**config.mk**
```make
export PLATFORM = sky130hd
export DESIGN_NAME = axis_frame_receiver
export DESIGN_NICKNAME = d
export VERILOG_FILES = /design/src/rtl/axis_frame_receiver_pkg.sv /design/src/rtl/axis_frame_receiver_frame_position_counter.sv /design/src/rtl/axis_frame_receiver.sv
export SDC_FILE = /design/constraint.sdc
export NUM_CORES = 1
export LEC_CHECK = 0
export CORE_UTILIZATION = 48
export CTS_BUF_LIST = sky130_fd_sc_hd__clkbuf_8 sky130_fd_sc_hd__clkbuf_16
export CTS_CLUSTER_SIZE = 30
export DETAILED_ROUTE_END_ITERATION = 7
export MAX_ROUTING_LAYER = met4
export PLACE_DENSITY = 0.88
export SLEW_MARGIN = 5
export SYNTH_ARGS = -nofsm -noshare
export SYNTH_HDL_FRONTEND = slang
export SYNTH_SLANG_ARGS = --single-unit
```
**constraint.sdc**
```tcl
create_clock -name aclk -period 2.99 [get_ports aclk]
set_clock_uncertainty 0.05 [all_clocks]
set_input_delay 0.299 -clock aclk [delete_from_list [all_inputs] [get_ports aclk]]
set_output_delay 0.299 -clock aclk [all_outputs]
set_load 0.01 [all_outputs]
```
**src/rtl/axis_frame_receiver_pkg.sv**
```systemverilog
// Shared definitions for the AXI4-Stream frame receiver: default raster size,
// error flag bit positions, receiver states and the checksum pixel helper.
package axis_frame_receiver_pkg;

  localparam int X_SIZE_DEFAULT = 640;
  localparam int Y_SIZE_DEFAULT = 480;

  localparam int ERR_W            = 4;
  localparam int ERR_EARLY_SOF    = 0;
  localparam int ERR_EARLY_LAST   = 1;
  localparam int ERR_MISSING_LAST = 2;
  localparam int ERR_BAD_KEEP     = 3;

  typedef logic [0:0] rx_state_t;
  localparam rx_state_t HUNT = 1'b0;
  localparam rx_state_t RECV = 1'b1;

  function automatic logic [31:0] pixel_word(input logic [23:0] rgb);
    return {8'h00, rgb};
  endfunction

endpackage

```
**src/rtl/axis_frame_receiver_frame_position_counter.sv**
```systemverilog
// Raster x/y counter for the frame receiver; restart forces the current beat to
// (0,0) before any advance is applied.
module frame_position_counter
  import axis_frame_receiver_pkg::*;
#(
  parameter int X_SIZE = X_SIZE_DEFAULT,
  parameter int Y_SIZE = Y_SIZE_DEFAULT,
  parameter int XW     = 10,
  parameter int YW     = 9
) (
  input  logic          aclk,
  input  logic          aresetn,
  input  logic          restart,
  input  logic          advance,
  output logic [XW-1:0] pos_x,
  output logic [YW-1:0] pos_y,
  output logic          at_origin,
  output logic          at_last
);

  localparam logic [XW-1:0] X_LAST = XW'(X_SIZE - 32'sd1);
  localparam logic [YW-1:0] Y_LAST = YW'(Y_SIZE - 32'sd1);
  localparam logic [XW-1:0] X_ONE  = XW'(32'd1);
  localparam logic [YW-1:0] Y_ONE  = YW'(32'd1);

  logic [XW-1:0] pos_x_r, base_x_s, next_x_s;
  logic [YW-1:0] pos_y_r, base_y_s, next_y_s;

  // Next raster position from the (possibly restarted) current position
  always_comb begin
    base_x_s = restart ? {XW{1'b0}} : pos_x_r;
    base_y_s = restart ? {YW{1'b0}} : pos_y_r;
    next_x_s = base_x_s;
    next_y_s = base_y_s;
    if (advance) begin
      if (base_x_s == X_LAST) begin
        next_x_s = {XW{1'b0}};
        if (base_y_s == Y_LAST) begin
          next_y_s = {YW{1'b0}};
        end else begin
          next_y_s = base_y_s + Y_ONE;
        end
      end else begin
        next_x_s = base_x_s + X_ONE;
        next_y_s = base_y_s;
      end
    end else begin
      next_x_s = base_x_s;
      next_y_s = base_y_s;
    end
  end

  // Position register
  always_ff @(posedge aclk or negedge aresetn) begin
    if (!aresetn) begin
      pos_x_r <= {XW{1'b0}};
      pos_y_r <= {YW{1'b0}};
    end else begin
      pos_x_r <= next_x_s;
      pos_y_r <= next_y_s;
    end
  end

  assign pos_x     = pos_x_r;
  assign pos_y     = pos_y_r;
  assign at_origin = (pos_x_r == {XW{1'b0}}) && (pos_y_r == {YW{1'b0}});
  assign at_last   = (pos_x_r == X_LAST) && (pos_y_r == Y_LAST);

endmodule

```
**src/rtl/axis_frame_receiver.sv**
```systemverilog
// AXI4-Stream video sink: checks tuser/tlast framing against the raster size,
// presents pixels with coordinates and reports checksums, frame and error counts.
module axis_frame_receiver
  import axis_frame_receiver_pkg::*;
#(
  parameter int X_SIZE = X_SIZE_DEFAULT,
  parameter int Y_SIZE = Y_SIZE_DEFAULT,
  parameter int XW     = 10,
  parameter int YW     = 9
) (
  input  logic          aclk,
  input  logic          aresetn,
  input  logic [31:0]   in_stream_tdata,
  input  logic [3:0]    in_stream_tkeep,
  input  logic          in_stream_tlast,
  input  logic          in_stream_tuser,
  input  logic          in_stream_tvalid,
  output logic          in_stream_tready,
  input  logic          stall_i,
  input  logic          err_clr_i,
  output logic          pix_valid,
  output logic [XW-1:0] pix_x,
  output logic [YW-1:0] pix_y,
  output logic [7:0]    pix_r,
  output logic [7:0]    pix_g,
  output logic [7:0]    pix_b,
  output logic          frame_done,
  output logic [31:0]   frame_sum,
  output logic [15:0]   frame_count,
  output logic [15:0]   err_count,
  output logic [3:0]    err_flags
);

  localparam logic ORIGIN_IS_LAST = (X_SIZE == 32'sd1) && (Y_SIZE == 32'sd1);

  logic            tready_r;
  rx_state_t       state_r, state_next_s;
  logic            accept_s, sof_s, beat_s, beat_last_s, done_s, ends_s;
  logic [XW-1:0]   pos_x_s, beat_x_s;
  logic [YW-1:0]   pos_y_s, beat_y_s;
  logic            at_origin_s, at_last_s;
  logic [ERR_W-1:0] new_err_s, err_flags_next_s, err_flags_r;
  logic [15:0]     err_count_base_s, err_count_next_s, err_count_r;
  logic [31:0]     acc_r, acc_base_s, acc_sum_s, frame_sum_r;
  logic [15:0]     frame_count_r;
  logic            pix_valid_r, frame_done_r;
  logic [XW-1:0]   pix_x_r;
  logic [YW-1:0]   pix_y_r;
  logic [7:0]      pix_r_r, pix_g_r, pix_b_r;
  logic            unused_s;

  assign unused_s = ^in_stream_tdata[7:0];

  frame_position_counter #(
    .X_SIZE (X_SIZE),
    .Y_SIZE (Y_SIZE),
    .XW     (XW),
    .YW     (YW)
  ) u_pos (
    .aclk      (aclk),
    .aresetn   (aresetn),
    .restart   (beat_s & sof_s),
    .advance   (beat_s),
    .pos_x     (pos_x_s),
    .pos_y     (pos_y_s),
    .at_origin (at_origin_s),
    .at_last   (at_last_s)
  );

  // Beat classification and framing checks; a tuser beat is always taken as (0,0)
  always_comb begin
    accept_s    = in_stream_tvalid & tready_r;
    sof_s       = in_stream_tuser;
    beat_s      = accept_s & ((state_r == RECV) | sof_s);
    beat_x_s    = sof_s ? {XW{1'b0}} : pos_x_s;
    beat_y_s    = sof_s ? {YW{1'b0}} : pos_y_s;
    beat_last_s = sof_s ? ORIGIN_IS_LAST : at_last_s;
    ends_s      = in_stream_tlast | beat_last_s;
    new_err_s   = {ERR_W{1'b0}};
    done_s      = 1'b0;
    if (beat_s) begin
      new_err_s[ERR_EARLY_SOF]    = (state_r == RECV) & sof_s & ~at_origin_s;
      new_err_s[ERR_EARLY_LAST]   = in_stream_tlast & ~beat_last_s;
      new_err_s[ERR_MISSING_LAST] = beat_last_s & ~in_stream_tlast;
      new_err_s[ERR_BAD_KEEP]     = (in_stream_tkeep != 4'hF);
      done_s                      = beat_last_s & in_stream_tlast;
    end else begin
      new_err_s = {ERR_W{1'b0}};
      done_s    = 1'b0;
    end
  end

  // Next receiver state: any frame termination, good or bad, returns to HUNT
  always_comb begin
    state_next_s = state_r;
    case (state_r)
      HUNT: begin
        if (beat_s) begin
          state_next_s = ends_s ? HUNT : RECV;
        end else begin
          state_next_s = HUNT;
        end
      end
      RECV: begin
        if (beat_s) begin
          state_next_s = ends_s ? HUNT : RECV;
        end else begin
          state_next_s = RECV;
        end
      end
      default: state_next_s = HUNT;
    endcase
  end

  // Checksum and error bookkeeping; err_clr_i drops old history but keeps new errors
  always_comb begin
    acc_base_s       = sof_s ? 32'h0000_0000 : acc_r;
    acc_sum_s        = acc_base_s + pixel_word(in_stream_tdata[31:8]);
    err_flags_next_s = (err_clr_i ? {ERR_W{1'b0}} : err_flags_r) | new_err_s;
    err_count_base_s = err_clr_i ? 16'h0000 : err_count_r;
    if (|new_err_s) begin
      if (err_count_base_s == 16'hFFFF) begin
        err_count_next_s = err_count_base_s;
      end else begin
        err_count_next_s = err_count_base_s + 16'h0001;
      end
    end else begin
      err_count_next_s = err_count_base_s;
    end
  end

  // Ready is a registered copy of the inverted stall request
  always_ff @(posedge aclk or negedge aresetn) begin
    if (!aresetn) begin
      tready_r <= 1'b0;
    end else begin
      tready_r <= ~stall_i;
    end
  end

  // FSM state and running checksum
  always_ff @(posedge aclk or negedge aresetn) begin
    if (!aresetn) begin
      state_r <= HUNT;
      acc_r   <= 32'h0000_0000;
    end else begin
      state_r <= state_next_s;
      if (beat_s) begin
        acc_r <= acc_sum_s;
      end
    end
  end

  // Frame statistics, published only for correctly terminated frames
  always_ff @(posedge aclk or negedge aresetn) begin
    if (!aresetn) begin
      frame_done_r  <= 1'b0;
      frame_sum_r   <= 32'h0000_0000;
      frame_count_r <= 16'h0000;
    end else begin
      frame_done_r <= done_s;
      if (done_s) begin
        frame_sum_r   <= acc_sum_s;
        frame_count_r <= frame_count_r + 16'h0001;
      end
    end
  end

  // Sticky error flags and saturating error count
  always_ff @(posedge aclk or negedge aresetn) begin
    if (!aresetn) begin
      err_flags_r <= {ERR_W{1'b0}};
      err_count_r <= 16'h0000;
    end else begin
      err_flags_r <= err_flags_next_s;
      err_count_r <= err_count_next_s;
    end
  end

  // Presented pixel registers
  always_ff @(posedge aclk or negedge aresetn) begin
    if (!aresetn) begin
      pix_valid_r <= 1'b0;
      pix_x_r     <= {XW{1'b0}};
      pix_y_r     <= {YW{1'b0}};
      pix_r_r     <= 8'h00;
      pix_g_r     <= 8'h00;
      pix_b_r     <= 8'h00;
    end else begin
      pix_valid_r <= beat_s;
      if (beat_s) begin
        pix_x_r <= beat_x_s;
        pix_y_r <= beat_y_s;
        pix_r_r <= in_stream_tdata[31:24];
        pix_g_r <= in_stream_tdata[23:16];
        pix_b_r <= in_stream_tdata[15:8];
      end
    end
  end

  assign in_stream_tready = tready_r;
  assign pix_valid        = pix_valid_r;
  assign pix_x            = pix_x_r;
  assign pix_y            = pix_y_r;
  assign pix_r            = pix_r_r;
  assign pix_g            = pix_g_r;
  assign pix_b            = pix_b_r;
  assign frame_done       = frame_done_r;
  assign frame_sum        = frame_sum_r;
  assign frame_count      = frame_count_r;
  assign err_count        = err_count_r;
  assign err_flags        = err_flags_r;

endmodule

```
## After elaboration in Yosys (flattened, before gate mapping)

Cells that the tools add are included.

| storage, ports and cells | value |
|---|---|
| bits in registers | 166 |
| logic and storage cells | 69 |

| cells by class | value |
|---|---|
| reduce and logical (&&, ||, !) cells | 5 |
| $add $sub $neg | 5 |
| mux-type cells | 21 |
| equal/unequal tests | 6 |
| bitwise logic cells | 16 |

Operators with widths:

| kind | count |
|---|---|
| $mux 16 | 3 |
| $mux 9 | 5 |
| $mux 10 | 4 |
| $add 16x1->16 const B | 2 |
| $add 32x24->32 | 1 |
| $mux 32 | 1 |
| $eq 10x10->1 const B | 2 |
| $eq 9x9->1 const B | 2 |
| $eq 16x16->1 const B | 1 |
| $add 10x1->10 const B | 1 |
| $logic_not 10->1 | 1 |
| $add 9x1->9 const B | 1 |
| $logic_not 9->1 | 1 |
| $and 1x1->1 | 8 |
| $mux 4 | 2 |
| $mux 1 | 5 |
| $not 1->1 | 5 |
| $ne 4x4->1 const B | 1 |
| $or 4x4->4 | 1 |
| $reduce_or 4->1 | 1 |
| $logic_and 1x1->1 | 2 |
| $or 1x1->1 | 2 |
| $pmux 1 s2 | 1 |

## Longest topological paths before layout

| logic depth | value |
|---|---|
| depth in word-level cells | 8 |
| mapped depth | 13 |
| depth with buffers taken out | 11 |

## Modules after synthesis

From an unflattened synthesis, not the netlist that was laid out.

| unflattened totals | value |
|---|---|
| cell total of the unflattened synthesis | 912 |
| area, all modules | 8,421.8 sq um |

Modules (own cells, without submodules):

| module | cells an instance | seq. area each (sq um) | instances | area an instance (sq um) |
|---|---|---|---|---|
| axis_frame_receiver | 802 | 3,678.5 | 1 | 7,375.8 |
| frame_position_counter | 110 | 475.5 | 1 | 1,046.0 |

## Least setup slack after synthesis

Ideal clock, no wire load.

| path | value |
|---|---|
| path type | input port to flip-flop |
| start | in in_stream_tuser |
| end | reg acc_r[27] |
| data arrival time | 3,129 ps |
| slack | -315 ps |
| setup time | 126 ps |
| stages | 13 |
| buffers on the path | 4 |
| cells stage by stage | clkbuf_1 > clkbuf_1 > clkbuf_1 > nor2b_1 > ha_1 > clkbuf_1 > a2111oi_0 > o21ai_0 > a31oi_1 > a211oi_1 > o21ai_0 > nor4_1 > a221o_1 |

| between the ends | value |
|---|---|
| cells in the longest elaborated chain, start to end | 2 |
| elaborated cells on any way between the ends | 4 |

RTL lines:

| what | line | RTL |
|---|---|---|
| from (decl) | axis_frame_receiver.sv:16 | `input logic in_stream_tuser,` |
| $mux 32 / $or 1x1->1 (equally long branches) | axis_frame_receiver.sv:117, axis_frame_receiver.sv:74 |  |
| $add 32x24->32 / $and 1x1->1 (equally long branches) | axis_frame_receiver.sv:118, axis_frame_receiver.sv:74 |  |
| to (signal assigned) | axis_frame_receiver.sv:149 | `acc_r <= acc_sum_s;` |
| to (decl) | axis_frame_receiver.sv:44 | `logic [31:0] acc_r, acc_base_s, acc_sum_s, frame_sum_r;` |

Parallel ways exist; a longest one is shown, timed or not.
A chain may end at the register's enable or synchronous reset.

## Worst setup path after layout

| path | value |
|---|---|
| start | in in_stream_tuser |
| end | reg acc_r[30] |

The elaborated chain is that of the path after synthesis.

==> impl_metrics.env <==
export IMPL_status="complete, no violations"
export IMPL_drt_initial_drc_count=546
export IMPL_fin_ws_ns=0.100
export IMPL_n_antenna_cell=0
export IMPL_setup_violations=0
export IMPL_power_leakage_nw=5.21
export IMPL_cts_buffers=17
export IMPL_cts_setup_buffers=0
export IMPL_synth_most_common_cell="nand2_1"
export IMPL_gp_congestion=0.915
export IMPL_die_area_um2=18500
export IMPL_cp_arrival_ns=3.18
export IMPL_grtUsageTotal_pct=27.1
export IMPL_pin_count=157
export IMPL_antenna_found_initial=0
export IMPL_vias_per_cell=5.57
export IMPL_yosysTopAreaCellShare_pct=48.3
export IMPL_grt_pass1_wl_um=38000
export IMPL_fin_total_pwr_mw=7.00
export IMPL_tns_ns=0
export IMPL_syn_area_um2=8600
export IMPL_slowest_stage="clkdlybuf4s50_1"
export IMPL_critPathKind="in -> reg"
export IMPL_cts_sinks=166
export IMPL_ys_seq_elements=166
export IMPL_die_w_um=136
export IMPL_clock_latency_ns=0.43
export IMPL_drv_cap=0
export IMPL_wl_per_cell_um=16.6
export IMPL_cpPeakStageDelay_ns=0.45
export IMPL_synth_largest_area_cell="dfrtp_1"
export IMPL_synth_edf_count=0
export IMPL_yosysWarnings=0
export IMPL_r2r_start="acc_r[0]"
export IMPL_cts_tree="yes"
export IMPL_pre_cts_ws_ns=-0.460
export IMPL_critPathLaunch="in_stream_tuser"
export IMPL_drive_gt1_share_pct=12.3
export IMPL_wl_um=23400
export IMPL_nNetsFinal=1245
export IMPL_synthesis_nets=1026
export IMPL_grt_pass1_vias=7674
export IMPL_hpwl_um=16500
export IMPL_synth_top_cells_by_area="dfrtp_1 (48%), nand2_1 (9.4%), o21ai_0 (5.2%), ha_1 (4.1%), xnor2_1 (3.6%)"
export IMPL_avgSynthCellArea_um2=9.02
export IMPL_rows=48
export IMPL_start_util_pct=49.4
export IMPL_rsz0062_at_grt="true"
export IMPL_path_clk_slew_ns=0.07
export IMPL_use_met1_pct=33.2
export IMPL_peakVddDrop_v=0.000633
export IMPL_synth_cell_types=57
export IMPL_cp_max_fo=14
export IMPL_grt_overflow=0
export IMPL_powerDensity_nw_per_um2=605
export IMPL_grt_busiest_layer="met2"
export IMPL_route_vias_total=7857
export IMPL_drcViolationCount=0
export IMPL_required_ns=3.28
export IMPL_core_area_um2=17400
export IMPL_fmax_mhz=346
export IMPL_grt_util_met3_pct=5.52
export IMPL_area_growth_pct=34.4
export IMPL_ys_seq_area_share_pct=48.3
export IMPL_start_kind="input port"
export IMPL_fin_crit_sh_pct=96.7
export IMPL_endpoint_kind="flop"
export IMPL_post_route_min_period_ns=2.89
export IMPL_cts_buffer_depth=2
export IMPL_grt_util_met2_pct=45.2
export IMPL_synth_cells=954
export IMPL_maxSlewViolCount=0
export IMPL_worstPathCellList="clkdlybuf4s50_1 -> buf_4 -> buf_4 -> nor2b_1 -> ha_1 -> nand2_1 -> nor4_1 -> o21ai_1 -> a31oi_2 -> a31oi_1 -> or3_1 -> o21ai_0"
export IMPL_grt_max_degree=97
export IMPL_first_pass_iters=5
export IMPL_relSlewSlack_pct=35.0
export IMPL_post_route_util_pct=66.4
export IMPL_port_buffer_count=148
export IMPL_hold_start="stall_i"
export IMPL_hold_viol_final=0
export IMPL_die_y_um=136
export IMPL_final_antenna_net_count=0
export IMPL_synth_commonest_cells="nand2_1 (216), dfrtp_1 (166), o21ai_0 (90), nor2_1 (47), a21oi_1 (40)"
export IMPL_synth_top_flop_cell="dfrtp_1"
export IMPL_hold_class="in -> reg"
export IMPL_htreeDepth=4
export IMPL_cp_common_cell="buf_4"
export IMPL_cts_root_buf="clkbuf_16"
export IMPL_synthArstFlopShare_pct=100
export IMPL_tightestPinTransition_ns=0.974
==> through the flow <==
stage	instance area [µm²]	hold slack [ns]	instances
after floorplan	8610	-0.0466	954
after global placement	10900	0.286	1378
after detailed placement	10900	0.298	1378
after CTS	11500	0.287	1411
after global routing	11600	0.301	1411
final	11600	0.293	1411
==> logic make-up after synthesis <==
| kind of cell | count (synthesis) | synth area share [%] |
|---|---|---|
| XOR/XNOR | 64 | 6.52 |
| multiplexers | 5 | 0.611 |
| AO/OA/AOI/OAI | 197 | 13.7 |
| AND/OR/NAND/NOR | 428 | 23.6 |
| flip-flops | 166 | 48.3 |
| adder cells (fa/ha/maj) | 29 | 4.31 |
| buffers and inverters | 65 | 2.95 |
==> worst max-delay path: cells and delay by family <==
kind	cells	cell delay (ns)
AOI/OAI and AO/OA	4	0.83
adders and majority gates	1	0.34
and+or+nand+nor	4	0.83
buffers and inverters	3	0.86
==> state kept, by name, indices dropped and copies added (netlist names), named ones only <==
signal,cells
frame_count,16
pix_b,8
err_count,16
err_flags,4
pix_y,9
u_pos.pos_x,10
in_stream_tready,1
acc_r,32
pix_valid,1
frame_done,1
pix_g,8
u_pos.pos_y,9
pix_x,10
frame_sum,32
pix_r,8
==> worst paths after layout <==
check / end / slack (ns) / cells after the start
min reg2reg: pix_g[1] / 0.42 / 2
max in group asynchronous: acc_r[24] / 1.67 / 3
max: acc_r[30] / 0.10 / 12
min in group asynchronous: frame_sum[11] / 0.38 / 2
min: in_stream_tready / 0.29 / 2
max reg2reg: acc_r[30] / 0.17 / 10
==> power breakdown <==
group	leakage (nW)	total, mW	switching (mW)	internal, mW
Combinational	2.70	2.08	1.08	1.00
Sequential	2.22	2.70	0.184	2.51
Clock	0.294	2.22	0.926	1.29
Total	5.21	7.00	2.19	4.81
==> timing repair <==
action	in CTS	in global routing
endpoints found under the hold margin	64	0
hold buffers	1	0
resized for setup	1	13
setup endpoints to repair	1	19
pin swaps	0	3
==> cell type report <==
cell class	count	area, µm²
Clock buffer	20	467
Clock inverter	12	125
Fill cell	1388	5860
Inverter	20	76.3
Multi-Input combinational cell	723	4240
Sequential cell	166	4150
Tap cell	225	282
Timing Repair Buffer	245	2210
==> metal layers <==
metal / up-vias / routed length [µm]
met5: - / 0
met4: 0 / 419
met3: 38 / 1450
met2: 289 / 11400
met1: 3807 / 10100
li1: 3723 / -
==> placed cells by master, fill, tap and decap left out, types with 17 or more instances in the layout <==
master           Yosys  layout
a21oi_1             40      40
buf_4                2      96
clkbuf_16            0      17
clkdlybuf4s50_1      0     147
dfrtp_1            166     166
ha_1                28      28
inv_1               19      20
nand2_1            216     216
nand3_1             29      29
nand4_1             21      21
nor2_1              47      47
nor2b_1             38      38
o21ai_0             90      86
xnor2_1             35      35
xor2_1              29      29
Note: power is estimated with default switching activity, not from simulation.
